===== src/rtl/ram_rom_arbiter.sv =====
// rtl/ram_rom_arbiter.sv - ROM-initialised RAM shared by two requesters (optional ARB_FIXED_PRIORITY_EN)
module ram_rom_arbiter #(
    parameter int ADDR_WIDTH = 2,
    parameter int DATA_WIDTH = 4
) (
    input  logic                  clock,
    input  logic                  reset_n,
    output logic                  busy,
    input  logic                  req_a,
    input  logic                  we_a,
    input  logic [ADDR_WIDTH-1:0] addr_a,
    input  logic [DATA_WIDTH-1:0] wdata_a,
    output logic                  ack_a,
    output logic [DATA_WIDTH-1:0] rdata_a,
    input  logic                  req_b,
    input  logic                  we_b,
    input  logic [ADDR_WIDTH-1:0] addr_b,
    input  logic [DATA_WIDTH-1:0] wdata_b,
    output logic                  ack_b,
    output logic [DATA_WIDTH-1:0] rdata_b
);

    localparam int DEPTH = 2 ** ADDR_WIDTH;
    localparam logic [ADDR_WIDTH-1:0] INIT_LAST = ADDR_WIDTH'(DEPTH - 1);

    typedef enum logic [1:0] {
        S_INIT  = 2'd0,
        S_IDLE  = 2'd1,
        S_SERVE = 2'd2
    } state_t;

    state_t                state;
    state_t                state_next;
    logic [ADDR_WIDTH-1:0] init_cnt;
    logic [DATA_WIDTH-1:0] mem [DEPTH];

    // access captured at grant time, consumed in SERVE
    logic                  sel_b;
    logic                  lat_we;
    logic [ADDR_WIDTH-1:0] lat_addr;
    logic [DATA_WIDTH-1:0] lat_wdata;
    logic [DATA_WIDTH-1:0] serve_data;

    logic                  grant;
    logic                  grant_b;

`ifndef ARB_FIXED_PRIORITY_EN
    // 1 when B held the most recent grant; reset value lets A win the first tie
    logic                  last_b;
`endif

    function automatic logic [DATA_WIDTH-1:0] rom_word(input logic [ADDR_WIDTH-1:0] a);
        logic [3:0] w;
        w = 4'b0000;
        case (int'(a))
            0:       w = 4'b0100;
            1:       w = 4'b1100;
            2:       w = 4'b0110;
            3:       w = 4'b0111;
            default: w = 4'b0000;
        endcase
        return DATA_WIDTH'(w);
    endfunction

    assign busy = (state == S_INIT);

    // a write echoes its own data; a read returns the stored word
    assign serve_data = lat_we ? lat_wdata : mem[lat_addr];

    // FSM state register
    always_ff @(posedge clock or negedge reset_n) begin
        if (!reset_n) begin
            state <= S_INIT;
        end else begin
            state <= state_next;
        end
    end

    // next-state and arbitration decision
    always_comb begin
        state_next = state;
        grant      = 1'b0;
        grant_b    = 1'b0;
        case (state)
            S_INIT: begin
                if (init_cnt == INIT_LAST) begin
                    state_next = S_IDLE;
                end
            end
            S_IDLE: begin
                if (req_a || req_b) begin
                    grant      = 1'b1;
                    state_next = S_SERVE;
`ifdef ARB_FIXED_PRIORITY_EN
                    grant_b    = !req_a;
`else
                    grant_b    = req_b && (!req_a || !last_b);
`endif
                end
            end
            S_SERVE: begin
                state_next = S_IDLE;
            end
            default: begin
                state_next = S_INIT;
            end
        endcase
    end

    // init counter, request capture, acknowledge and read-data registers
    always_ff @(posedge clock or negedge reset_n) begin
        if (!reset_n) begin
            init_cnt  <= '0;
            sel_b     <= 1'b0;
            lat_we    <= 1'b0;
            lat_addr  <= '0;
            lat_wdata <= '0;
            ack_a     <= 1'b0;
            ack_b     <= 1'b0;
            rdata_a   <= '0;
            rdata_b   <= '0;
`ifndef ARB_FIXED_PRIORITY_EN
            last_b    <= 1'b1;
`endif
        end else begin
            ack_a <= 1'b0;
            ack_b <= 1'b0;
            if (state == S_INIT) begin
                init_cnt <= init_cnt + ADDR_WIDTH'(1);
            end
            if (grant) begin
                sel_b     <= grant_b;
                lat_we    <= grant_b ? we_b    : we_a;
                lat_addr  <= grant_b ? addr_b  : addr_a;
                lat_wdata <= grant_b ? wdata_b : wdata_a;
            end
            if (state == S_SERVE) begin
                if (sel_b) begin
                    ack_b   <= 1'b1;
                    rdata_b <= serve_data;
                end else begin
                    ack_a   <= 1'b1;
                    rdata_a <= serve_data;
                end
`ifndef ARB_FIXED_PRIORITY_EN
                last_b <= sel_b;
`endif
            end
        end
    end

    // RAM write port: ROM copy during INIT, granted write during SERVE
    always_ff @(posedge clock) begin
        if (state == S_INIT) begin
            mem[init_cnt] <= rom_word(init_cnt);
        end else if (state == S_SERVE && lat_we) begin
            mem[lat_addr] <= lat_wdata;
        end
    end

endmodule

===== config.mk =====
export PLATFORM = sky130hd
export DESIGN_NAME = ram_rom_arbiter
export DESIGN_NICKNAME = d
export VERILOG_FILES = /design/src/rtl/ram_rom_arbiter.sv
export SDC_FILE = /design/constraint.sdc
export NUM_CORES = 1
export LEC_CHECK = 0
export ABC_CLOCK_PERIOD_IN_PS = 5550
export BUFFER_PORTS_ARGS = -buffer_cell sky130_fd_sc_hd__buf_2
export CORE_AREA = 2 2 46 79
export DETAILED_ROUTE_END_ITERATION = 16
export DIE_AREA = 0 0 48 81
export GPL_TIMING_DRIVEN = 0
export HOLD_SLACK_MARGIN = 0.12
export PLACE_DENSITY = 0.87
export SLEW_MARGIN = 30
export SYNTH_ARGS = -nofsm -noshare
export SYNTH_HDL_FRONTEND = slang
export SYNTH_SLANG_ARGS = --single-unit

===== constraint.sdc =====
create_clock -name clock -period 5.55 [get_ports clock]
set_clock_uncertainty 0.05 [all_clocks]
set_input_delay 0.8325 -clock clock [delete_from_list [all_inputs] [get_ports clock]]
set_output_delay 0.8325 -clock clock [all_outputs]
set_load 0.05 [all_outputs]

---- Word-level counts from Yosys, hierarchy flattened ----
Memories as Yosys holds them, arrays and structs flattened.
Cells that the tools add are included.
W data, S select, Z words.
cells by class
  add/sub/neg operators ................... 1
  equality and inequality tests ........... 7
  mux-type cells .......................... 25
  bitwise logic cells ..................... 1
  reduce and logical (&&, ||, !) cells .... 12
operators with widths
  kind                   count
  $mux W4                4
  $pmux W4 S4            1
  $mux W1                15
  $mux W2                4
  $eq A2 B2 Y1 const B   3
  $pmux W2 S3            1
  $reduce_and A2 Y1      3
  $eq A2 B1 Y1 const B   2
  $logic_not A2 Y1       2
  $reduce_or A4 Y1       1
  $add A2 B1 Y2 const B  1
  $logic_and A1 B1 Y1    2
  $logic_not A1 Y1       2
  $logic_or A1 B1 Y1     2
  $ne A2 B1 Y1 const B   1
  $ne A2 B2 Y1 const B   1
  $not A1 Y1             1
word-level totals
  register bits ........................... 23
  bits in writable memories ............... 16
  output and inout bits ................... 11
  memories ................................ 1
memory list
  name  depth  bits a word  read ports  clocked after memory_dff  wr ports  line  text
  mem   4      4            1           0                         1         35    logic [DATA_WIDTH-1:0] mem [DEPTH];

---- Longest topological paths before layout ----
Gate-level depths: netlist of run 1.
  depth in word-level cells ............... 7
  gate-level depth with buffers ........... 5
  depth with buffers taken out ............ 5

---- Worst setup path before layout of run 1 ----
No wires, ideal clock.
  path kind ............................... reg2out
  start ................................... reg state[1]
  end ..................................... out busy
  data arrival time ....................... 1276 ps
  data required time ...................... 4668 ps
  setup slack ............................. 3391 ps
  stages on the path, launching flop included .. 3
  path buffers ............................ 1
  path through ............................ dfrtp_1 -> buf_4 -> nor2_1
between the ends
  cells in the longest elaborated chain, start to end .. 1
ends and longest elaborated chain
  item                    line  text
  start, declared         32    state_t state;
  start signal, assigned  75    state <= state_next;
  $logic_not A2 Y1        65    assign busy = (state == S_INIT);
  end, declared           8     output logic busy,
Every way passes these cells.

---- Worst setup path in the final report of run 1 ----
Ends and elaborated chain as after synthesis.

==> flow_results.xml, run 1 <==
<?xml version="1.0" encoding="UTF-8"?>
<metrics>
  <group name="routing">
    <metric name="vias" unit="">1294</metric>
    <metric name="router_iterations_before_antenna_repair" unit="">4</metric>
    <metric name="number_of_violations_reported_at_the_end_of_detailed_routing_iteration_0" unit="">35</metric>
    <metric name="route.detailed.drc" unit="">0</metric>
    <metric name="routedWlPerCell" unit="um">16.0</metric>
    <metric name="route.final.wire_length" unit="mm">3.73</metric>
    <metric name="via_per_inst" unit="">5.55</metric>
    <metric name="antenna_left" unit="">0</metric>
  </group>
  <group name="power_and_ir_drop">
    <metric name="p_leak" unit="uW">0.000935</metric>
    <metric name="p_per_area" unit="nW/um^2">620</metric>
    <metric name="worst_vdd_drop" unit="mV">0.506</metric>
  </group>
  <group name="clock_tree">
    <metric name="cts_post_setup_buffers_inserted" unit="">0</metric>
    <metric name="clock_root_buffer" unit="">sky130_fd_sc_hd__clkbuf_8</metric>
    <metric name="cts_max_path_buffers" unit="">2</metric>
    <metric name="numCtsBuffers" unit="">5</metric>
    <metric name="tritoncts_clock_tree" unit="">done</metric>
    <metric name="cts_repair_resized_insts" unit="">0</metric>
    <metric name="postCtsHoldBufs" unit="">0</metric>
    <metric name="clkTransAtPathRegs" unit="ns">0.08</metric>
    <metric name="clk_latency" unit="ns">0.30</metric>
    <metric name="clkSinkCount" unit="">39</metric>
    <metric name="cts_h_tree_depth" unit="">2</metric>
  </group>
  <group name="critical_path">
    <metric name="critical_path_class" unit="">reg2out</metric>
    <metric name="worst_ep_arrival_time" unit="ns">1.40</metric>
    <metric name="worstPathCellList" unit="">buf_4 -&gt; nor2_1 -&gt; buf_2</metric>
    <metric name="crit_required" unit="ns">4.67</metric>
    <metric name="critical_path.max_stage_delay" unit="ns">0.38</metric>
    <metric name="setup.worst_path.end_class" unit="">output port</metric>
    <metric name="worst_setup_path_start_kind" unit="">flip-flop</metric>
    <metric name="crit_fanout" unit="">10</metric>
    <metric name="slowest_stage_cell_on_the_critical_path" unit="">sky130_fd_sc_hd__dfrtp_1</metric>
  </group>
  <group name="die">
    <metric name="coreArea" unit="um^2">3330</metric>
    <metric name="fp-row-count" unit="">28</metric>
    <metric name="io_pins" unit="">29</metric>
    <metric name="die_area" unit="um^2">3890</metric>
    <metric name="floorplan.die.height" unit="um">81</metric>
    <metric name="chipWidth" unit="um">48</metric>
    <metric name="floorplan.initialDensity" unit="%">54.8</metric>
  </group>
  <group name="timing">
    <metric name="final_hold_viol_count" unit="">0</metric>
    <metric name="final.period_utilization" unit="%">41.1</metric>
    <metric name="setup-tns-final" unit="ns">0</metric>
    <metric name="max_slew_margin" unit="%">54.1</metric>
    <metric name="setup_viol" unit="">0</metric>
    <metric name="clock.fmax" unit="GHz">0.439</metric>
    <metric name="slew_violations" unit="">0</metric>
    <metric name="tightest_slew" unit="ns">0.686</metric>
    <metric name="post-route-min-period" unit="ns">2.28</metric>
    <metric name="setup_repair_after_global_routing_missed_its_margin" unit="">false</metric>
  </group>
  <group name="yosys">
    <metric name="ys_flop_type" unit="">sky130_fd_sc_hd__dfrtp_1</metric>
    <metric name="post-synth-top-area-cell" unit="">sky130_fd_sc_hd__dfrtp_1</metric>
    <metric name="synth-seq-cells" unit="">39</metric>
    <metric name="synth-edff-count" unit="">16</metric>
    <metric name="netlist-cell-type-count" unit="">37</metric>
    <metric name="synth_area_leaders" unit="">sky130_fd_sc_hd__dfrtp_1, sky130_fd_sc_hd__edfxtp_1, sky130_fd_sc_hd__o31ai_1</metric>
    <metric name="postSynthAreaPerCell" unit="um^2">12.0</metric>
    <metric name="mappedNetlistNets" unit="">174</metric>
    <metric name="yosys_warnings" unit="">0</metric>
    <metric name="yosysSeqAreaShare" unit="%">57.9</metric>
    <metric name="synth_largest_type_area_fraction" unit="%">30.2</metric>
    <metric name="syn-cell-area" unit="um^2">1830</metric>
    <metric name="async_flop_share" unit="%">59.0</metric>
    <metric name="post_synth_inst_count" unit="">152</metric>
  </group>
  <group name="global_route">
    <metric name="grt_pass1_vias" unit="">1290</metric>
    <metric name="grt_antenna_before_repair" unit="">0</metric>
    <metric name="grt_start_max_net_pins" unit="">24</metric>
    <metric name="grt_pass1_wl" unit="mm">5.80</metric>
    <metric name="remaining_overflow_grt" unit="">0</metric>
    <metric name="grt_util_met1" unit="%">22.1</metric>
    <metric name="gr-max-usage-layer" unit="">met2</metric>
    <metric name="groute.layer.met2.usage" unit="%">37.7</metric>
    <metric name="global_route_usage_sum" unit="%">22.2</metric>
    <metric name="use_met3" unit="%">6.00</metric>
  </group>
  <group name="placed_design">
    <metric name="placed_cells" unit="">225</metric>
    <metric name="gp_congestion" unit="">0.787</metric>
    <metric name="detailedPlacementHpwl" unit="mm">2.83</metric>
    <metric name="numPortBuffers" unit="">28</metric>
  </group>
  <group name="worst_hold_path">
    <metric name="hp-class" unit="">reg2reg</metric>
  </group>
  <group name="final_layout">
    <metric name="most_common_cell_after_layout_fill_and_taps_aside" unit="">sky130_fd_sc_hd__buf_2</metric>
    <metric name="final_cell_mix" unit="">sky130_fd_sc_hd__buf_2, sky130_fd_sc_hd__dfrtp_1, sky130_fd_sc_hd__edfxtp_1</metric>
    <metric name="insertedDiodeCount" unit="">0</metric>
    <metric name="filler_cell_count" unit="">253</metric>
    <metric name="drive_above_1_share" unit="%">31.4</metric>
    <metric name="area.growth.synth_to_final" unit="%">16.7</metric>
    <metric name="finalNetCount" unit="">209</metric>
    <metric name="fin_cells" unit="">233</metric>
  </group>
  <group name="job">
    <metric name="cap_violations" unit="">0</metric>
  </group>
  <group name="status">
    <metric name="run_status" unit="">finished clean</metric>
  </group>
</metrics>
[metal layers]
layer | wire [um] | vias to the layer above
li1 | - | 623
met2 | 2160 | 43
met5 | 0 | -
met4 | 154 | 0
met3 | 151 | 12
met1 | 1270 | 616
[stage by stage]
stage,util [%],area [um^2],worst slack [ns],power (uW),hold slack [ns]
after floorplan,-,1830,3.39,951,0.423
after global placement,60.8,2020,3.61,1070,0.405
after detailed placement,60.8,2020,3.46,1110,0.413
after CTS,64.0,2130,3.27,1330,0.430
after global routing,64.0,2130,3.21,1400,0.467
final,64.0,2130,3.27,1320,0.426
[area by class of cell]
class,instances,area [um^2],share of cell area [%]
plain buffers,6,47.5,2.23
clock buffers,6,93.8,4.41
clock inverters,2,13.8,0.646
inverters,7,26.3,1.23
multi-input cells,100,694,32.6
flip-flops and latches,39,1060,49.6
well taps,45,56.3,2.64
repair buffers,28,140,6.58
[cells in the mapped netlist, types with 2 or more instances]
master / instances
sky130_fd_sc_hd__a2111oi_1: 3
sky130_fd_sc_hd__a21oi_1: 9
sky130_fd_sc_hd__buf_2: 2
sky130_fd_sc_hd__buf_4: 2
sky130_fd_sc_hd__buf_6: 2
sky130_fd_sc_hd__dfrtp_1: 22
sky130_fd_sc_hd__edfxtp_1: 16
sky130_fd_sc_hd__ha_1: 4
sky130_fd_sc_hd__inv_1: 7
sky130_fd_sc_hd__mux2_2: 6
sky130_fd_sc_hd__nand2_1: 11
sky130_fd_sc_hd__nand2b_1: 3
sky130_fd_sc_hd__nor2_1: 12
sky130_fd_sc_hd__nor2b_1: 5
sky130_fd_sc_hd__o21ai_0: 10
sky130_fd_sc_hd__o22ai_1: 4
sky130_fd_sc_hd__o31ai_1: 11
sky130_fd_sc_hd__o31ai_2: 4
[power breakdown]
group | leakage, uW | switching (uW) | total (uW) | internal (uW)
registers | 0.000429 | 72.6 | 519 | 446
logic | 0.000450 | 389 | 584 | 196
clock network | 0.0000563 | 103 | 218 | 116
[flip-flops by register name, indices dropped and copies added (netlist names)]
name,cells
ack_a,1
ack_b,1
init_cnt,2
last_b,1
lat_addr,2
lat_wdata,4
lat_we,1
mem,16
rdata_a,4
rdata_b,4
sel_b,1
state,2
[worst max-delay path: cells and delay by family, from the launching register on]
kind,cells,cell delay (ns)
buf+inv,2,0.49
simple gates,1,0.23
flops,1,0.38
[logic make-up (layout without fill, tap and decap cells)]
kind of cell             count (synthesis)  in the layout  synth area share (%)
flip-flops                              39             39                  57.9
buffers and inverters                   13             49                  4.04
XOR/XNOR                                 1              1                 0.480
adder cells (fa/ha/maj)                  4              4                  2.74
multiplexers                             8              8                  4.87
AND/OR/NAND/NOR                         41             41                  11.5
AO/OA/AOI/OAI                           46             46                  18.4
[worst paths after layout]
| check | slack, ns | end | startpoint | cells past startpoint |
|---|---|---|---|---|
| setup reg to reg | 3.41 | mem[0][2] | lat_we | 4 |
| setup / recovery | 3.27 | busy | state[1] | 3 |
| hold reg to reg | 0.43 | rdata_b[0] | rdata_b[0] | 2 |
| hold / removal | 0.43 | rdata_b[0] | rdata_b[0] | 2 |
| min in group asynchronous | 0.44 | rdata_a[3] | reset_n | 1 |
| max in group asynchronous | 4.65 | last_b | reset_n | 1 |
Power figures use the tool's default switching activity.
==> inputs of run 2 (changes only) <==
ABC_AREA = 1   (was default)
ABC_CLOCK_PERIOD_IN_PS = 2300   (was 5550)
CORE_AREA = 2 2 47 82   (was 2 2 46 79)
DIE_AREA = 0 0 49 84   (was 0 0 48 81)
PLACE_DENSITY = 0.83   (was 0.87)
clock period = 2.3 ns   (was 5.55 ns; I/O delays follow)
==> run 2 against run 1 <==
Utilization decreased by 2.8 points; die area grew 5.9%; final cell count increased by 18%; sequential power grew 140%; synthesized cell count up 27%; combinational power grew to 2.6 times the previous value; cell area is 1.2% higher; synthesized area rose by 0.75%; sequential cell count unchanged; critical path type is now reg2reg.
==> flow_results.xml, run 2 <==
<?xml version="1.0" encoding="UTF-8"?>
<metrics>
  <group name="status">
    <metric name="run_status" unit="">finished clean</metric>
  </group>
  <group name="timing">
    <metric name="setup_repair_after_global_routing_missed_its_margin" unit="">false</metric>
    <metric name="slew_violations" unit="">0</metric>
    <metric name="tightest_slew" unit="ns">0.499</metric>
    <metric name="setup-tns-final" unit="ns">0</metric>
    <metric name="final_hold_viol_count" unit="">0</metric>
    <metric name="post-route-min-period" unit="ns">1.82</metric>
    <metric name="clock.fmax" unit="GHz">0.550</metric>
    <metric name="post-route-worst-setup-slack" unit="ns">0.481</metric>
    <metric name="setup_viol" unit="">0</metric>
    <metric name="final.period_utilization" unit="%">79.1</metric>
    <metric name="max_slew_margin" unit="%">66.8</metric>
  </group>
  <group name="final_layout">
    <metric name="finalNetCount" unit="">251</metric>
    <metric name="drive_above_1_share" unit="%">23.9</metric>
    <metric name="sequential_cell_area" unit="um^2">1060</metric>
    <metric name="final_cell_mix" unit="">sky130_fd_sc_hd__nand2_1, sky130_fd_sc_hd__buf_2, sky130_fd_sc_hd__inv_1</metric>
    <metric name="insertedDiodeCount" unit="">0</metric>
    <metric name="max_flop_register" unit="">mem</metric>
    <metric name="multi_input_area" unit="um^2">629</metric>
    <metric name="fin_cells" unit="">276</metric>
    <metric name="largest_register_ffs" unit="">16</metric>
    <metric name="finalCoreUtilization" unit="%">61.2</metric>
    <metric name="most_common_cell_after_layout_fill_and_taps_aside" unit="">sky130_fd_sc_hd__nand2_1</metric>
    <metric name="filler_cell_count" unit="">313</metric>
    <metric name="area.growth.synth_to_final" unit="%">17.1</metric>
  </group>
  <group name="yosys">
    <metric name="post_synth_inst_count" unit="">193</metric>
    <metric name="mappedNetlistNets" unit="">215</metric>
    <metric name="synth_area_leaders" unit="">sky130_fd_sc_hd__dfrtp_1, sky130_fd_sc_hd__edfxtp_1, sky130_fd_sc_hd__nand2_1</metric>
    <metric name="ys_flop_type" unit="">sky130_fd_sc_hd__dfrtp_1</metric>
    <metric name="netlist-cell-type-count" unit="">26</metric>
    <metric name="post-synth-top-area-cell" unit="">sky130_fd_sc_hd__dfrtp_1</metric>
    <metric name="postSynthAreaPerCell" unit="um^2">9.53</metric>
    <metric name="ys_top_cells_by_count" unit="">sky130_fd_sc_hd__nand2_1, sky130_fd_sc_hd__inv_1, sky130_fd_sc_hd__dfrtp_1, sky130_fd_sc_hd__nand3_1, sky130_fd_sc_hd__nor2_1</metric>
    <metric name="async_flop_share" unit="%">59.0</metric>
    <metric name="syn-cell-area" unit="um^2">1840</metric>
    <metric name="yosysSeqAreaShare" unit="%">57.5</metric>
    <metric name="synth-edff-count" unit="">16</metric>
    <metric name="yosys_warnings" unit="">0</metric>
    <metric name="synth_largest_type_area_fraction" unit="%">29.9</metric>
    <metric name="yosysMostFrequentCell" unit="">sky130_fd_sc_hd__nand2_1</metric>
    <metric name="synth-seq-cells" unit="">39</metric>
  </group>
  <group name="clock_tree">
    <metric name="clkTransAtPathRegs" unit="ns">0.07</metric>
    <metric name="cts_max_path_buffers" unit="">2</metric>
    <metric name="numCtsBuffers" unit="">5</metric>
    <metric name="postCtsHoldBufs" unit="">1</metric>
    <metric name="clock_root_buffer" unit="">sky130_fd_sc_hd__clkbuf_8</metric>
    <metric name="cts_post_setup_buffers_inserted" unit="">0</metric>
    <metric name="cts_repair_resized_insts" unit="">0</metric>
    <metric name="cts_h_tree_depth" unit="">2</metric>
    <metric name="clk_latency" unit="ns">0.29</metric>
    <metric name="clkSinkCount" unit="">39</metric>
    <metric name="tritoncts_clock_tree" unit="">done</metric>
  </group>
  <group name="critical_path">
    <metric name="crit_required" unit="ns">2.20</metric>
    <metric name="worst_ep_arrival_time" unit="ns">1.72</metric>
    <metric name="crit_fanout" unit="">10</metric>
    <metric name="r2r_start" unit="">state[0]</metric>
    <metric name="critical_path_class" unit="">reg2reg</metric>
    <metric name="startpoint" unit="">state[0]</metric>
    <metric name="setup.worst_path.end_class" unit="">flip-flop</metric>
    <metric name="worst_setup_path_start_kind" unit="">flip-flop</metric>
  </group>
  <group name="power_and_ir_drop">
    <metric name="p_leak" unit="uW">0.00105</metric>
    <metric name="p_comb_share" unit="%">45.9</metric>
    <metric name="power.sequential.fraction" unit="%">38.1</metric>
    <metric name="cellInternalPower" unit="uW">1790</metric>
    <metric name="switching_share" unit="%">44.6</metric>
    <metric name="p_per_area" unit="nW/um^2">1500</metric>
    <metric name="worst_vdd_drop" unit="mV">1.04</metric>
    <metric name="net_switching_power_figure" unit="uW">1440</metric>
    <metric name="power.share.clock" unit="%">16.0</metric>
  </group>
  <group name="placed_design">
    <metric name="numPortBuffers" unit="">28</metric>
    <metric name="detailedPlacementHpwl" unit="mm">2.68</metric>
    <metric name="gp_congestion" unit="">0.874</metric>
    <metric name="placed_cells" unit="">267</metric>
    <metric name="place_worst_setup_slack" unit="ns">0.510</metric>
  </group>
  <group name="routing">
    <metric name="via_per_inst" unit="">5.14</metric>
    <metric name="antenna_left" unit="">0</metric>
    <metric name="route.final.wire_length" unit="mm">3.56</metric>
    <metric name="routedWlPerCell" unit="um">12.9</metric>
    <metric name="router_iterations_before_antenna_repair" unit="">5</metric>
    <metric name="vias" unit="">1420</metric>
    <metric name="route.detailed.drc" unit="">0</metric>
    <metric name="number_of_violations_reported_at_the_end_of_detailed_routing_iteration_0" unit="">29</metric>
  </group>
  <group name="global_route">
    <metric name="grt_start_max_net_pins" unit="">24</metric>
    <metric name="global_route_usage_sum" unit="%">19.1</metric>
    <metric name="grt_pass1_wl" unit="mm">5.88</metric>
    <metric name="grt_antenna_before_repair" unit="">0</metric>
    <metric name="remaining_overflow_grt" unit="">0</metric>
    <metric name="grt_pass1_vias" unit="">1400</metric>
  </group>
  <group name="die">
    <metric name="io_pins" unit="">29</metric>
    <metric name="chipWidth" unit="um">49</metric>
    <metric name="floorplan.initialDensity" unit="%">52.3</metric>
    <metric name="floorplan.die.height" unit="um">84</metric>
    <metric name="coreArea" unit="um^2">3520</metric>
    <metric name="die_area" unit="um^2">4120</metric>
    <metric name="fp-row-count" unit="">29</metric>
  </group>
  <group name="job">
    <metric name="cap_violations" unit="">0</metric>
  </group>
  <group name="worst_hold_path">
    <metric name="hp-class" unit="">in2reg</metric>
    <metric name="hold_wc_startpoint" unit="">req_a</metric>
  </group>
</metrics>
==> run 2: cell count changes after synthesis, sizes merged, moves of 3 or more <==
cell / delta
inv: +23
o31ai: -15
nand2: +36
nor2: +10
mux2: -7
nor2b: -5
a21oi: -8
nand3: +20
buf: -3
a2111oi: -4
nand2b: -3
o22ai: +4
==> run 2: per-stage QoR <==
step | instance area [um^2] | total power, uW | hold WS, ns
final | 2150 | 3240 | 0.245
after global routing | 2150 | 3460 | 0.245
after CTS | 2150 | 3240 | 0.240
after detailed placement | 2040 | 2720 | 0.289
after global placement | 2040 | 2680 | 0.279
after floorplan | 1840 | 2370 | -0.000591
==> run 2: per-layer routing <==
| metal | routed length (um) | global-route usage [%] | share of wire [%] | up-vias |
|---|---|---|---|---|
| li1 | - | - | - | 695 |
| met1 | 1250 | 17.7 | 35 | 654 |
| met2 | 1940 | 34.7 | 54 | 51 |
| met3 | 157 | 3.76 | 4.4 | 20 |
| met4 | 216 | 15.3 | 6.1 | 0 |
| met5 | 0 | 0 | 0 | - |
==> run 2: final timing paths <==
kind	to	slack, ns	depth (start not counted)
max	mem[2][1]	0.48	6
min	state[0]	0.24	2
max reg2reg	mem[2][1]	0.48	6
min reg2reg	rdata_b[1]	0.43	2
max in group asynchronous	last_b	1.33	2
min in group asynchronous	lat_wdata[0]	0.51	2
==> run 2: cells by family (layout without fill, tap and decap cells) <==
family | Yosys count | count (layout) | share of synthesized area (%)
buffers and inverters | 34 | 71 | 8.30
xor gates and xnor gates | 1 | 1 | 0.476
AOI/OAI and AO/OA | 24 | 24 | 8.16
and+or+nand+nor | 91 | 91 | 22.9
adders and majority gates | 4 | 4 | 2.72
DFF | 39 | 39 | 57.5
==> run 2: final cells by class <==
cell class	count	area share (%)
well taps	46	2.67
repair buffers	29	6.97
inverters	31	5.40
multi-input cells	120	29.2
clock inverters	2	0.639
flip-flops and latches	39	49.1
clock buffers	6	4.36
plain buffers	3	1.68
==> run 2: power groups by stage <==
stage | sequential, uW | combinational, uW | clock, uW
after floorplan | 1470 | 894 | 0
after global placement | 1240 | 1440 | 0
after detailed placement | 1250 | 1480 | 0
after CTS | 1230 | 1490 | 519
after global routing | 1260 | 1650 | 549
final | 1230 | 1490 | 517
==> run 2: critical path, cell delays in order, from the launching register on <==
cell and delay (ns):
sky130_fd_sc_hd__dfrtp_1 0.47, sky130_fd_sc_hd__nor2_4 0.19, sky130_fd_sc_hd__nand2_2 0.09, sky130_fd_sc_hd__buf_6 0.15, sky130_fd_sc_hd__o21ai_1 0.11, sky130_fd_sc_hd__nand2_1 0.08
sky130_fd_sc_hd__nor2_1 0.34
